<file path="src/rtl/rc4_pkg.sv">
// Shared widths, state encoding and helpers for the RC4 controller slice.
package rc4_pkg;

    localparam int unsigned DATA_WIDTH = 8;
    localparam int unsigned ADDR_WIDTH = 8;
    localparam int unsigned KEY_WIDTH  = 24;

    typedef enum logic [2:0] {
        IDLE  = 3'd0,
        INIT  = 3'd1,
        KSA   = 3'd2,
        DEC   = 3'd3,
        DONE  = 3'd4,
        ERROR = 3'd5
    } rc4_state_t;

    // True for the three states that own the S port and run the watchdog.
    function automatic logic is_run_state(input rc4_state_t s);
        return (s == INIT) || (s == KSA) || (s == DEC);
    endfunction

endpackage

</file>
<file path="src/rtl/rc4_s_mem_mux.sv">
// Grants the single S RAM port to the phase owning the current state.
module rc4_s_mem_mux
    import rc4_pkg::*;
(
    input  rc4_state_t              state,
    input  logic [ADDR_WIDTH-1:0]   init_s_addr,
    input  logic [DATA_WIDTH-1:0]   init_s_data,
    input  logic                    init_s_wren,
    input  logic [ADDR_WIDTH-1:0]   ksa_s_addr,
    input  logic [DATA_WIDTH-1:0]   ksa_s_data,
    input  logic                    ksa_s_wren,
    input  logic [ADDR_WIDTH-1:0]   dec_s_addr,
    input  logic [DATA_WIDTH-1:0]   dec_s_data,
    input  logic                    dec_s_wren,
    output logic [ADDR_WIDTH-1:0]   s_addr,
    output logic [DATA_WIDTH-1:0]   s_data,
    output logic                    s_wren
);

    // Route the owning phase; non-run states drive a write-safe zero.
    always_comb begin
        s_addr = '0;
        s_data = '0;
        s_wren = 1'b0;
        case (state)
            INIT: begin
                s_addr = init_s_addr;
                s_data = init_s_data;
                s_wren = init_s_wren;
            end
            KSA: begin
                s_addr = ksa_s_addr;
                s_data = ksa_s_data;
                s_wren = ksa_s_wren;
            end
            DEC: begin
                s_addr = dec_s_addr;
                s_data = dec_s_data;
                s_wren = dec_s_wren;
            end
            default: begin
                s_addr = '0;
                s_data = '0;
                s_wren = 1'b0;
            end
        endcase
    end

endmodule

</file>
<file path="src/rtl/rc4_controller.sv">
// Sequences init -> KSA -> decrypt, owns the S port grant, latches the key
// and bounds every phase with a watchdog.
module rc4_controller
    import rc4_pkg::*;
#(
    parameter int unsigned PHASE_TIMEOUT = 4096
) (
    input  logic                    clk,
    input  logic                    rst,
    input  logic                    start,
    input  logic [KEY_WIDTH-1:0]    key,
    output logic                    finish,
    output logic                    error,
    output logic [KEY_WIDTH-1:0]    key_q,
    output logic                    init_start,
    output logic                    ksa_start,
    output logic                    dec_start,
    input  logic                    init_finish,
    input  logic                    ksa_finish,
    input  logic                    dec_finish,
    input  logic [ADDR_WIDTH-1:0]   init_s_addr,
    input  logic [ADDR_WIDTH-1:0]   ksa_s_addr,
    input  logic [ADDR_WIDTH-1:0]   dec_s_addr,
    input  logic [DATA_WIDTH-1:0]   init_s_data,
    input  logic [DATA_WIDTH-1:0]   ksa_s_data,
    input  logic [DATA_WIDTH-1:0]   dec_s_data,
    input  logic                    init_s_wren,
    input  logic                    ksa_s_wren,
    input  logic                    dec_s_wren,
    output logic [ADDR_WIDTH-1:0]   s_addr,
    output logic [DATA_WIDTH-1:0]   s_data,
    output logic                    s_wren
);

    localparam int unsigned WD_W = (PHASE_TIMEOUT > 2) ? $clog2(PHASE_TIMEOUT) : 1;

    rc4_state_t         state;
    rc4_state_t         state_next;
    logic [WD_W-1:0]    wd;
    logic               wd_expired;

    // Next-state decode; a phase finish beats a same-cycle watchdog expiry.
    always_comb begin
        state_next = state;
        wd_expired = (wd == WD_W'(PHASE_TIMEOUT - 1));
        case (state)
            IDLE:  if (start)            state_next = INIT;
            INIT:  if (init_finish)      state_next = KSA;
                   else if (wd_expired)  state_next = ERROR;
            KSA:   if (ksa_finish)       state_next = DEC;
                   else if (wd_expired)  state_next = ERROR;
            DEC:   if (dec_finish)       state_next = DONE;
                   else if (wd_expired)  state_next = ERROR;
            DONE:  if (!start)           state_next = IDLE;
            ERROR:                       state_next = ERROR;
            default:                     state_next = IDLE;
        endcase
    end

    // State, watchdog, key latch and registered phase/status outputs.
    always_ff @(posedge clk) begin
        if (rst) begin
            state      <= IDLE;
            wd         <= '0;
            key_q      <= '0;
            init_start <= 1'b0;
            ksa_start  <= 1'b0;
            dec_start  <= 1'b0;
            finish     <= 1'b0;
            error      <= 1'b0;
        end else begin
            state <= state_next;
            if (state_next != state)
                wd <= '0;
            else if (is_run_state(state))
                wd <= wd + WD_W'(1);
            else
                wd <= '0;
            if (state == IDLE && start)
                key_q <= key;
            init_start <= (state_next == INIT);
            ksa_start  <= (state_next == KSA);
            dec_start  <= (state_next == DEC);
            finish     <= (state_next == DONE);
            error      <= (state_next == ERROR);
        end
    end

    rc4_s_mem_mux u_s_mem_mux (
        .state       (state),
        .init_s_addr (init_s_addr),
        .init_s_data (init_s_data),
        .init_s_wren (init_s_wren),
        .ksa_s_addr  (ksa_s_addr),
        .ksa_s_data  (ksa_s_data),
        .ksa_s_wren  (ksa_s_wren),
        .dec_s_addr  (dec_s_addr),
        .dec_s_data  (dec_s_data),
        .dec_s_wren  (dec_s_wren),
        .s_addr      (s_addr),
        .s_data      (s_data),
        .s_wren      (s_wren)
    );

endmodule

</file>
<file path="config.mk">
export PLATFORM = sky130hd
export DESIGN_NAME = rc4_controller
export DESIGN_NICKNAME = d
export VERILOG_FILES = /design/src/rtl/rc4_pkg.sv /design/src/rtl/rc4_s_mem_mux.sv /design/src/rtl/rc4_controller.sv
export SDC_FILE = /design/constraint.sdc
export NUM_CORES = 1
export LEC_CHECK = 0
export CAP_MARGIN = 20
export CORE_MARGIN = 5
export CORE_UTILIZATION = 55
export CTS_BUF_LIST = sky130_fd_sc_hd__clkbuf_8
export CTS_CLUSTER_SIZE = 25
export DETAILED_ROUTE_END_ITERATION = 12
export DONT_BUFFER_PORTS = 1
export GPL_TIMING_DRIVEN = 0
export MAX_ROUTING_LAYER = met4
export PLACE_DENSITY = 0.73
export SLEW_MARGIN = 20
export SYNTH_ARGS = -nofsm -noshare
export SYNTH_HDL_FRONTEND = slang
export SYNTH_SLANG_ARGS = --single-unit
</file>
<file path="constraint.sdc">
create_clock -name clk -period 1.54 [get_ports clk]
set_input_delay 0.231 -clock clk [delete_from_list [all_inputs] [get_ports clk]]
set_output_delay 0.231 -clock clk [all_outputs]
set_load 0.02 [all_outputs]
</file>
==> results of run 1 <==
-- power groups by stage --
stage	Sequential (mW)	Combinational [mW]	Clock, mW
global placement	1.38	0.710	0
global route	1.36	1.49	0.977
detailed placement	1.38	0.721	0
finish	1.35	1.43	0.929
CTS	1.35	1.15	0.913
floorplan	1.36	0.618	0
-- critical path, cell delays in order (launching register included) --
cell and delay (ps):
dfxtp_4 360, buf_8 140, buf_8 130, mux2_4 320
a22oi_2 230, nor2_4 100
-- cell type report --
type | instances | area (sq um)
Timing Repair Buffer | 39 | 410.4
Buffer | 20 | 221.5
Inverter | 2 | 7.507
Sequential cell | 44 | 903.4
Multi-Input combinational cell | 207 | 1936
Tap cell | 50 | 62.56
Fill cell | 143 | 344.1
Clock inverter | 3 | 46.29
Clock buffer | 5 | 68.82
-- kinds of logic (layout without fill, tap and decap cells) --
logic type               Yosys count  count (layout)
multiplexers                      18              18
AO/OA/AOI/OAI                     61              61
flip-flops                        44              44
buffers and inverters             23              69
AND/OR/NAND/NOR                  118             118
XOR/XNOR                           9               9
adder cells (fa/ha/maj)            1               1
-- timing repair --
action	4_1_cts	5_1_grt
buffers inserted	24	7
resized for setup	117	78
hold buffers	0	0
gates cloned	6	2
endpoints found under the setup margin	55	60
pin swaps	41	38
-- synthesized netlist by cell type, drive strengths merged, types with 2 or more instances --
library cell | instances | share of area [%]
nand2 | 54 | 8.9
dfxtp | 44 | 39
a21oi | 28 | 6.2
nor2 | 22 | 3.6
a22oi | 17 | 5.6
mux2 | 17 | 8.4
buf | 14 | 3.6
nor4 | 12 | 4.0
clkbuf | 7 | 1.2
and3 | 5 | 1.5
xor2 | 5 | 1.9
nand3 | 4 | 1.1
nor3 | 4 | 0.88
xnor2 | 4 | 1.5
nand3b | 3 | 0.99
nand4 | 3 | 0.83
o21ai | 3 | 0.66
a2111oi | 2 | 1.0
a21o | 2 | 0.66
a22o | 2 | 0.77
and2 | 2 | 0.61
inv | 2 | 0.33
nand2b | 2 | 0.55
nor2b | 2 | 0.55
-- through the flow --
| stage | utilization (%) | TNS (ps) | setup slack (ps) | hold WS (ps) | power [mW] |
|---|---|---|---|---|---|
| floorplan | - | 0 | 27.88 | 367.0 | 1.982 |
| global placement | 59.49 | -5881 | -245.3 | 369.1 | 2.089 |
| detailed placement | 59.49 | -6656 | -230.7 | 375.2 | 2.101 |
| CTS | 81.04 | -5246 | -208.2 | 55.77 | 3.413 |
| global route | 91.40 | -12990 | -298.3 | 33.64 | 3.824 |
| finish | 91.40 | -9550 | -276.9 | 38.18 | 3.709 |
-- registers in the layout (all words and copies together) (netlist names) --
name        count
wd             12
dec_start       1
error           1
key_q          24
init_start      1
ksa_start       1
finish          1
state           3
-- worst min-delay path by stage --
stage                           end    start  cells past startpoint
after floorplan           key_q[10]  key[10]                      2
after global placement    key_q[21]  key[21]                      2
after detailed placement   key_q[1]   key[1]                      2
after CTS                 key_q[16]  key[16]                      2
after global routing      key_q[22]  key[22]                      2
final                     key_q[22]  key[22]                      2
-- layer usage --
metal / wire (microns) / part of all wire (%) / global-route usage, %
met4: 240 / 2.6 / 11.07
met2: 4825 / 52 / 46.16
met5: 0 / 0 / -
met1: 3383 / 36 / 31.30
met3: 850 / 9.1 / 7.297
==> results.cfg, run 1 <==
[detailed_routing]
drc = 0
initialDrtViolationCount = 122
drt.antenna.violating_nets = 0
totalWireLength_microns = 9300
vias = 2449
routed_via_density = 6.619
first_pass_iters = 4
wire_per_inst_microns = 25.14

[layout]
final_cell_area_sq_mm = 0.003656
final_cell_mix = nand2_1 (43), dfxtp_1 (34), buf_4 (23)
synthToLayoutAreaGrowth_pct = 60.90
nets = 401
drive_above_1_share_pct = 59.38
antennaDiodeCount = 0
final_common_cell = nand2_1
instances_no_fill = 370

[power]
power.switching_mw = 1.325
p_per_area_mw_per_mm2 = 1014
p_leak_nw = 1.293
swShare_pct = 35.73
p_int_mw = 2.384
seq_power_share_pct = 36.4
pwr-share-comb_pct = 38.6
clockPowerShare_pct = 25.0
ir_drop_uv = 566.8

[logic_synthesis]
synth_compound_area_share_pct = 17.62
syn_nets = 356
muxShareOfSynthArea_pct = 8.866
ys_types = 47
synthFlopType = dfxtp_1
synthSimpleGateAreaFrac_pct = 25.66
syn_inst = 274
synth.yosys.seq_area_share_pct = 38.77
async_flop_share_pct = 0
synth-seq-cells = 44
synth_warnings = 0
avgSynthCellArea_sq_um = 8.293
synth_top_family_by_area = simple AND/OR/NAND/NOR gates
synth_area_sq_mm = 0.002272
synth_edf_count = 0
synth_fa_ha_area_share_pct = 0.5507
synth-xor-area-share_pct = 3.469

[clock_network]
cts.clk_slew.worst_paths_ps = 90
cts_buffer_depth = 2
cts_tree = done
clock_latency_ps = 310
ctsRootBufferMaster = clkbuf_8
cts_sinks = 44
cts_buffers = 5
htree_levels = 2

[floorplanning]
ioPinCount = 127
die_area_sq_mm = 0.005517
coreArea_sq_mm = 0.004000
start_util_pct = 56.80
fp.dieW_microns = 74.28
row_count = 23
die_h_microns = 74.28

[sta]
setup_viol = 60
min_period_over_period_pct = 118.0
max_slew_margin_pct = 51.66
fin_ws_ps = -276.9
clock_skew_ps = 13.55
slew_viol_final = 0
worst_pin_slew_ps = 725.0
min_period_ps = 1817
rsz0062_at_grt = true
timing.fmax_ghz = 0.5504
hold_viol = 0

[worst_setup_path]
rr_worst_depth = 7
cp.required_ps = 1310
crit_type = register to primary output
startpoint = state[1]
crit_arrival_ps = 1590
rr_startpoint = state[1]
crit_path_end = s_data[7]
r2r-end = state[0]
crit_path_max_fanout = 8
critPathLaunchType = register
cp-end-kind = primary output
r2r_slack_ps = -240

[global_routing]
grt_use_total_pct = 27.58
grt_max_degree = 16
grt_overflow_total = 0
antenna_found_initial = 0
grt_pass1_wl_microns = 11400
grt_pass1_vias = 2272

[run]
drv_cap = 0

[placed_design]
hpwl_microns = 4424
placed_area_sq_mm = 0.002380
port_buffers = 0
dp_cells = 324
gp_congestion = 0.7837

[min_path]
hp-class = primary input to register

[status]
status = complete, but fails checks
violations = setup timing
(Power assumes the default switching activity.)
==> inputs of run 2 (changes only) <==
--- a/config.mk
+++ b/config.mk
@@ -6,6 +6,7 @@
 export NUM_CORES = 1
 export LEC_CHECK = 0
 export CAP_MARGIN = 20
+export CORE_ASPECT_RATIO = 1.4
 export CORE_MARGIN = 5
 export CORE_UTILIZATION = 55
 export CTS_BUF_LIST = sky130_fd_sc_hd__clkbuf_8
==> constraint.sdc (replaced) <==
create_clock -name clk -period 1.54 [get_ports clk]
set_input_delay 0.077 -clock clk [delete_from_list [all_inputs] [get_ports clk]]
set_output_delay 0.077 -clock clk [all_outputs]
set_load 0.02 [all_outputs]
==> run 2 against run 1 <==
Compared with the run above:
- the flow still finishes with violations (setup timing)
- fmax rose by 3.8%
- sequential power barely moved
- count of clock-buffer cells in the layout did not move
- clock skew fell by 6.1 ps
- via count rose by 4.9%
- sequential cell count did not move
- first-iteration DRC count rose by 76%
- combinational power fell by 3%
- clock power rose by 0.4%
- design area rose by 2.4%
- non-clock buffer count rose by 22
- largest power group unchanged
==> results.cfg, run 2 (synthesized netlist as in run 1, its figures left out) <==
[clock_network]
cts.clk_slew.worst_paths_ps = 90
cts_sinks = 44
htree_levels = 2
cts_buffer_depth = 2
cts_tree = done
clock_latency_ps = 310
ctsRootBufferMaster = clkbuf_8
cts_buffers = 5

[layout]
synthToLayoutAreaGrowth_pct = 64.81
final_common_cell = nand2_1
antennaDiodeCount = 0
largest_reg_flops = 24
drive_above_1_share_pct = 47.66
final_cell_area_sq_mm = 0.003745
final_cell_mix = nand2_1 (53), dfxtp_1 (33), buf_4 (27)
top_register = key_q
nFillCells = 104
reg.largest.list = key_q (24), wd (12), state (3)
nets = 423

[status]
status = complete, but fails checks
violations = setup timing

[worst_setup_path]
rr_worst_depth = 6
cp-end-kind = register
crit_type = register to register
rr_startpoint = state[1]
critPathLaunchType = register
crit_arrival_ps = 1950
r2r_slack_ps = -210
cp.required_ps = 1740
crit_path_max_fanout = 7
r2r-end = wd[8]

[sta]
min_period_ps = 1751
timing.fmax_ghz = 0.5711
hold_viol = 0
fin_ws_ps = -210.9
setup_viol = 43
worst_pin_slew_ps = 679.8
max_slew_margin_pct = 54.68
rsz0062_at_grt = true
clock_skew_ps = 7.469
min_period_over_period_pct = 113.7
slew_viol_final = 0

[placed_design]
hpwl_microns = 4420
port_buffers = 0
gp_congestion = 0.8986
placed_area_sq_mm = 0.002352
dp_slack_ps = -280.5

[min_path]
whs_path_depth = 2
hp-class = primary input to register
hp-start = rst
min_to = finish

[floorplanning]
die_h_microns = 86.05
die_area_sq_mm = 0.005535
ioPinCount = 127
start_util_pct = 57.49
row_count = 27
coreArea_sq_mm = 0.003953
fp.dieW_microns = 64.32

[global_routing]
grt_max_degree = 16
met1_usage_pct = 28.95
use_met2_pct = 45.02
grt_pass1_wl_microns = 11580
grt_pass1_vias = 2399
busiest_layer = met2
grt_overflow_total = 0
met3_usage_pct = 6.029
grt_use_total_pct = 26.43
antenna_found_initial = 0

[detailed_routing]
first_pass_iters = 5
vias = 2570
drt.antenna.violating_nets = 0
wire_per_inst_microns = 26.38
initialDrtViolationCount = 215
totalWireLength_microns = 10160
routed_via_density = 6.675
drc = 0

[power]
p_leak_nw = 1.353
ir_drop_uv = 971.9
p_per_area_mw_per_mm2 = 981.4

[run]
drv_cap = 0
run 2: changes by cell type in the layout (fill, tap and decap cells not counted), sizes merged:
cell	delta
buf	-5
clkbuf	+2
dlygate4sd3	+25
run 2: how the worst max path moves through the flow:
stage,slack (ps),from,end
floorplan,20,state[1],init_start
global placement,-270,wd[0],init_start
detailed placement,-280,state[0],s_addr[2]
CTS,-120,state[1],s_data[0]
global route,-340,state[1],wd[8]
finish,-210,state[1],wd[8]
run 2: timing repair:
action | CTS | global route
pin swaps | 23 | 39
endpoints found under the hold margin | 25 | 0
hold buffers | 25 | 0
gates cloned | 3 | 6
gates resized for setup | 86 | 88
buffers inserted | 14 | 13
setup endpoints to repair | 54 | 56
run 2: area by class of cell:
class / instances / area, sq um / area share, %
inverters: 2 / 7.507 / 0.2005
clock inverters: 3 / 46.29 / 1.236
plain buffers: 21 / 236.5 / 6.315
flip-flops and latches: 44 / 904.6 / 24.16
well taps: 43 / 53.80 / 1.437
repair buffers: 60 / 603.1 / 16.10
multi-input cells: 207 / 1824 / 48.71
clock buffers: 5 / 68.82 / 1.838
run 2: routing by layer:
metal / up-vias / part of all wire, %
li1: 1097 / -
met2: 183 / 53
met1: 1236 / 33
met4: 0 / 5.2
met5: - / 0
met3: 54 / 9.1
run 2: critical path: stages, from the launching register on:
cell and delay, ps:
dfxtp_4 410, buf_4 140, mux2i_4 230, o221ai_2 130, a21o_4 240, buf_6 160
nor4_1 320
run 2: stage by stage:
step / setup TNS, ps / hold slack, ps / std cells / utilization (%) / total power [mW]
after global placement: -6801 / 214.8 / 317 / 59.51 / 2.069
after detailed placement: -8885 / 219.3 / 317 / 59.51 / 2.086
after floorplan: 0 / 213.0 / 274 / - / 1.965
after global routing: -7867 / 29.48 / 385 / 94.75 / 3.794
after CTS: -2656 / 3.065 / 367 / 80.31 / 3.279
final: -5114 / 32.05 / 385 / 94.75 / 3.675
run 2: where the power goes:
| part | leakage (nW) | switching (mW) | internal [mW] |
|---|---|---|---|
| clock | 0.0548 | 0.444 | 0.489 |
| sequential | 0.365 | 0.149 | 1.21 |
| combinational | 0.933 | 0.724 | 0.655 |
| total | 1.35 | 1.32 | 2.36 |
==> inputs of run 3 (changes only) <==
--- a/config.mk
+++ b/config.mk
@@ -6,16 +6,18 @@
 export NUM_CORES = 1
 export LEC_CHECK = 0
 export CAP_MARGIN = 20
+export CELL_PAD_IN_SITES_DETAIL_PLACEMENT = 1
+export CELL_PAD_IN_SITES_GLOBAL_PLACEMENT = 1
 export CORE_ASPECT_RATIO = 1.4
 export CORE_MARGIN = 5
-export CORE_UTILIZATION = 55
+export CORE_UTILIZATION = 41
 export CTS_BUF_LIST = sky130_fd_sc_hd__clkbuf_8
 export CTS_CLUSTER_SIZE = 25
 export DETAILED_ROUTE_END_ITERATION = 12
 export DONT_BUFFER_PORTS = 1
 export GPL_TIMING_DRIVEN = 0
 export MAX_ROUTING_LAYER = met4
-export PLACE_DENSITY = 0.73
+export PLACE_DENSITY_LB_ADDON = 0.1
 export SLEW_MARGIN = 20
 export SYNTH_ARGS = -nofsm -noshare
 export SYNTH_HDL_FRONTEND = slang
==> run 3 against run 2 <==
Compared with the run above:
- the run still ends with setup timing left
- count of clock-buffer cells in the layout stayed put
- sequential share of layout area is 1.6 points lower
- largest power group unchanged
- die area is 29% higher
- critical path type unchanged
- sequential power hardly changed
- highest routed layer unchanged
- design area is 7.7% higher
- power is 8.2% higher
- sequential cell count stayed put
==> results.cfg, run 3 (synthesized netlist as in run 1, its figures left out) <==
[status]
status = complete, but fails checks
violations = setup timing

[power]
p_leak_nw = 1.484
clockPowerShare_pct = 25.0
p_int_mw = 2.474
pwr-share-comb_pct = 40.5
swShare_pct = 37.77
p_per_area_mw_per_mm2 = 986.3
power.switching_mw = 1.502
ir_drop_uv = 656.3
seq_power_share_pct = 34.5

[worst_setup_path]
critPathLaunchType = register
rr_worst_depth = 6
crit_arrival_ps = 1990
r2r-end = wd[1]
cp.required_ps = 1740
crit_type = register to register
cp-end-kind = register
rr_startpoint = state[1]
r2r_slack_ps = -250
crit_path_max_fanout = 7

[placed_design]
gp_congestion = 0.7101
dp_slack_ps = -368.3
hpwl_microns = 5024
port_buffers = 0
placed_area_sq_mm = 0.002384

[clock_network]
cts_tree = done
ctsRootBufferMaster = clkbuf_8
cts_buffers = 5
cts_sinks = 44
htree_levels = 2
cts.clk_slew.worst_paths_ps = 100
clock_latency_ps = 320
cts_buffer_depth = 2

[floorplanning]
coreArea_sq_mm = 0.005445
ioPinCount = 127
start_util_pct = 41.73
die_h_microns = 98.08
row_count = 32
fp.dieW_microns = 72.92
die_area_sq_mm = 0.007152

[global_routing]
grt_overflow_total = 0
grt_max_degree = 16
antenna_found_initial = 0
grt_pass1_vias = 2537
grt_pass1_wl_microns = 12180
grt_use_total_pct = 22.09

[detailed_routing]
totalWireLength_microns = 12160
routed_via_density = 6.254
wire_per_inst_microns = 29.45
initialDrtViolationCount = 111
drt.antenna.violating_nets = 0
first_pass_iters = 4
vias = 2583
drc = 0

[min_path]
whs_path_depth = 2
hp-class = primary input to register
min_to = ksa_start
hp-start = rst

[sta]
worst_pin_slew_ps = 797.2
timing.fmax_ghz = 0.5590
hold_viol = 0
min_period_over_period_pct = 116.2
clock_skew_ps = 20.93
fin_ws_ps = -249.1
rsz0062_at_grt = true
min_period_ps = 1789
hold-worst-slack_ps = 9.546
setup_viol = 60
tns_ps = -6693
slew_viol_final = 0
max_slew_margin_pct = 46.85

[layout]
final_common_cell = dfxtp_1
top_register = key_q
final_cell_area_sq_mm = 0.004031
reg.largest.list = key_q (24), wd (12), state (3)
synthToLayoutAreaGrowth_pct = 77.42
fin_util_pct = 74.03
nets = 426
largest_reg_flops = 24
drive_above_1_share_pct = 60.58
antennaDiodeCount = 0
final_cell_mix = dfxtp_1 (32), nand2_1 (29), dlygate4sd3_1 (24)

[run]
drv_cap = 0
## run 3: cell type report
class,instances,area [sq um]
Fill cell,510,1414
Multi-Input combinational cell,207,1971
Buffer,21,271.5
Timing Repair Buffer,63,673.1
Inverter,2,7.507
Clock buffer,5,68.82
Tap cell,68,85.08
Clock inverter,3,46.29
Sequential cell,44,908.4
## run 3: what timing repair did
| action | CTS | global route |
|---|---|---|
| setup endpoints to repair | 55 | 59 |
| gates cloned | 4 | 8 |
| hold buffers | 24 | 0 |
| buffers inserted | 10 | 18 |
| hold endpoints to repair | 24 | 0 |
| pin swaps | 18 | 60 |
| resized for setup | 101 | 134 |
## run 3: metrics by stage
stage | cells | power, mW
after floorplan | 274 | 1.965
after global placement | 342 | 2.090
after detailed placement | 342 | 2.109
after CTS | 388 | 3.403
after global routing | 413 | 4.084
final | 413 | 3.976
## run 3: worst max path at each step
| stage | from | end | slack (ps) |
|---|---|---|---|
| 6_report | state[1] | wd[1] | -250 |
| 5_1_grt | state[1] | wd[1] | -320 |
| 4_1_cts | state[1] | s_data[0] | -110 |
| 3_5_place_dp | state[0] | s_addr[2] | -370 |
| 3_3_place_gp | state[0] | s_addr[2] | -360 |
| 2_1_floorplan | state[1] | init_start | 20 |
## run 3: power groups by stage
stage	clock network [mW]	logic, mW	registers [mW]
after global placement	0	0.709	1.38
after CTS	0.951	1.09	1.36
final	0.994	1.61	1.37
after detailed placement	0	0.726	1.38
after global routing	1.03	1.67	1.38
after floorplan	0	0.603	1.36
## run 3: critical path, stage by stage (launching register included)
cell,delay [ps]
dfxtp_4,390
buf_4,150
nand3b_1,170
o211ai_1,190
a31o_4,310
buf_4,170
nor4b_4,310
## run 3: metal layers
layer  global-route usage (%)  routed length, microns
met5                        -                       0
met4                    7.102                     588
met3                    5.252                     706
met2                    39.92                    6828
met1                    22.89                    4039
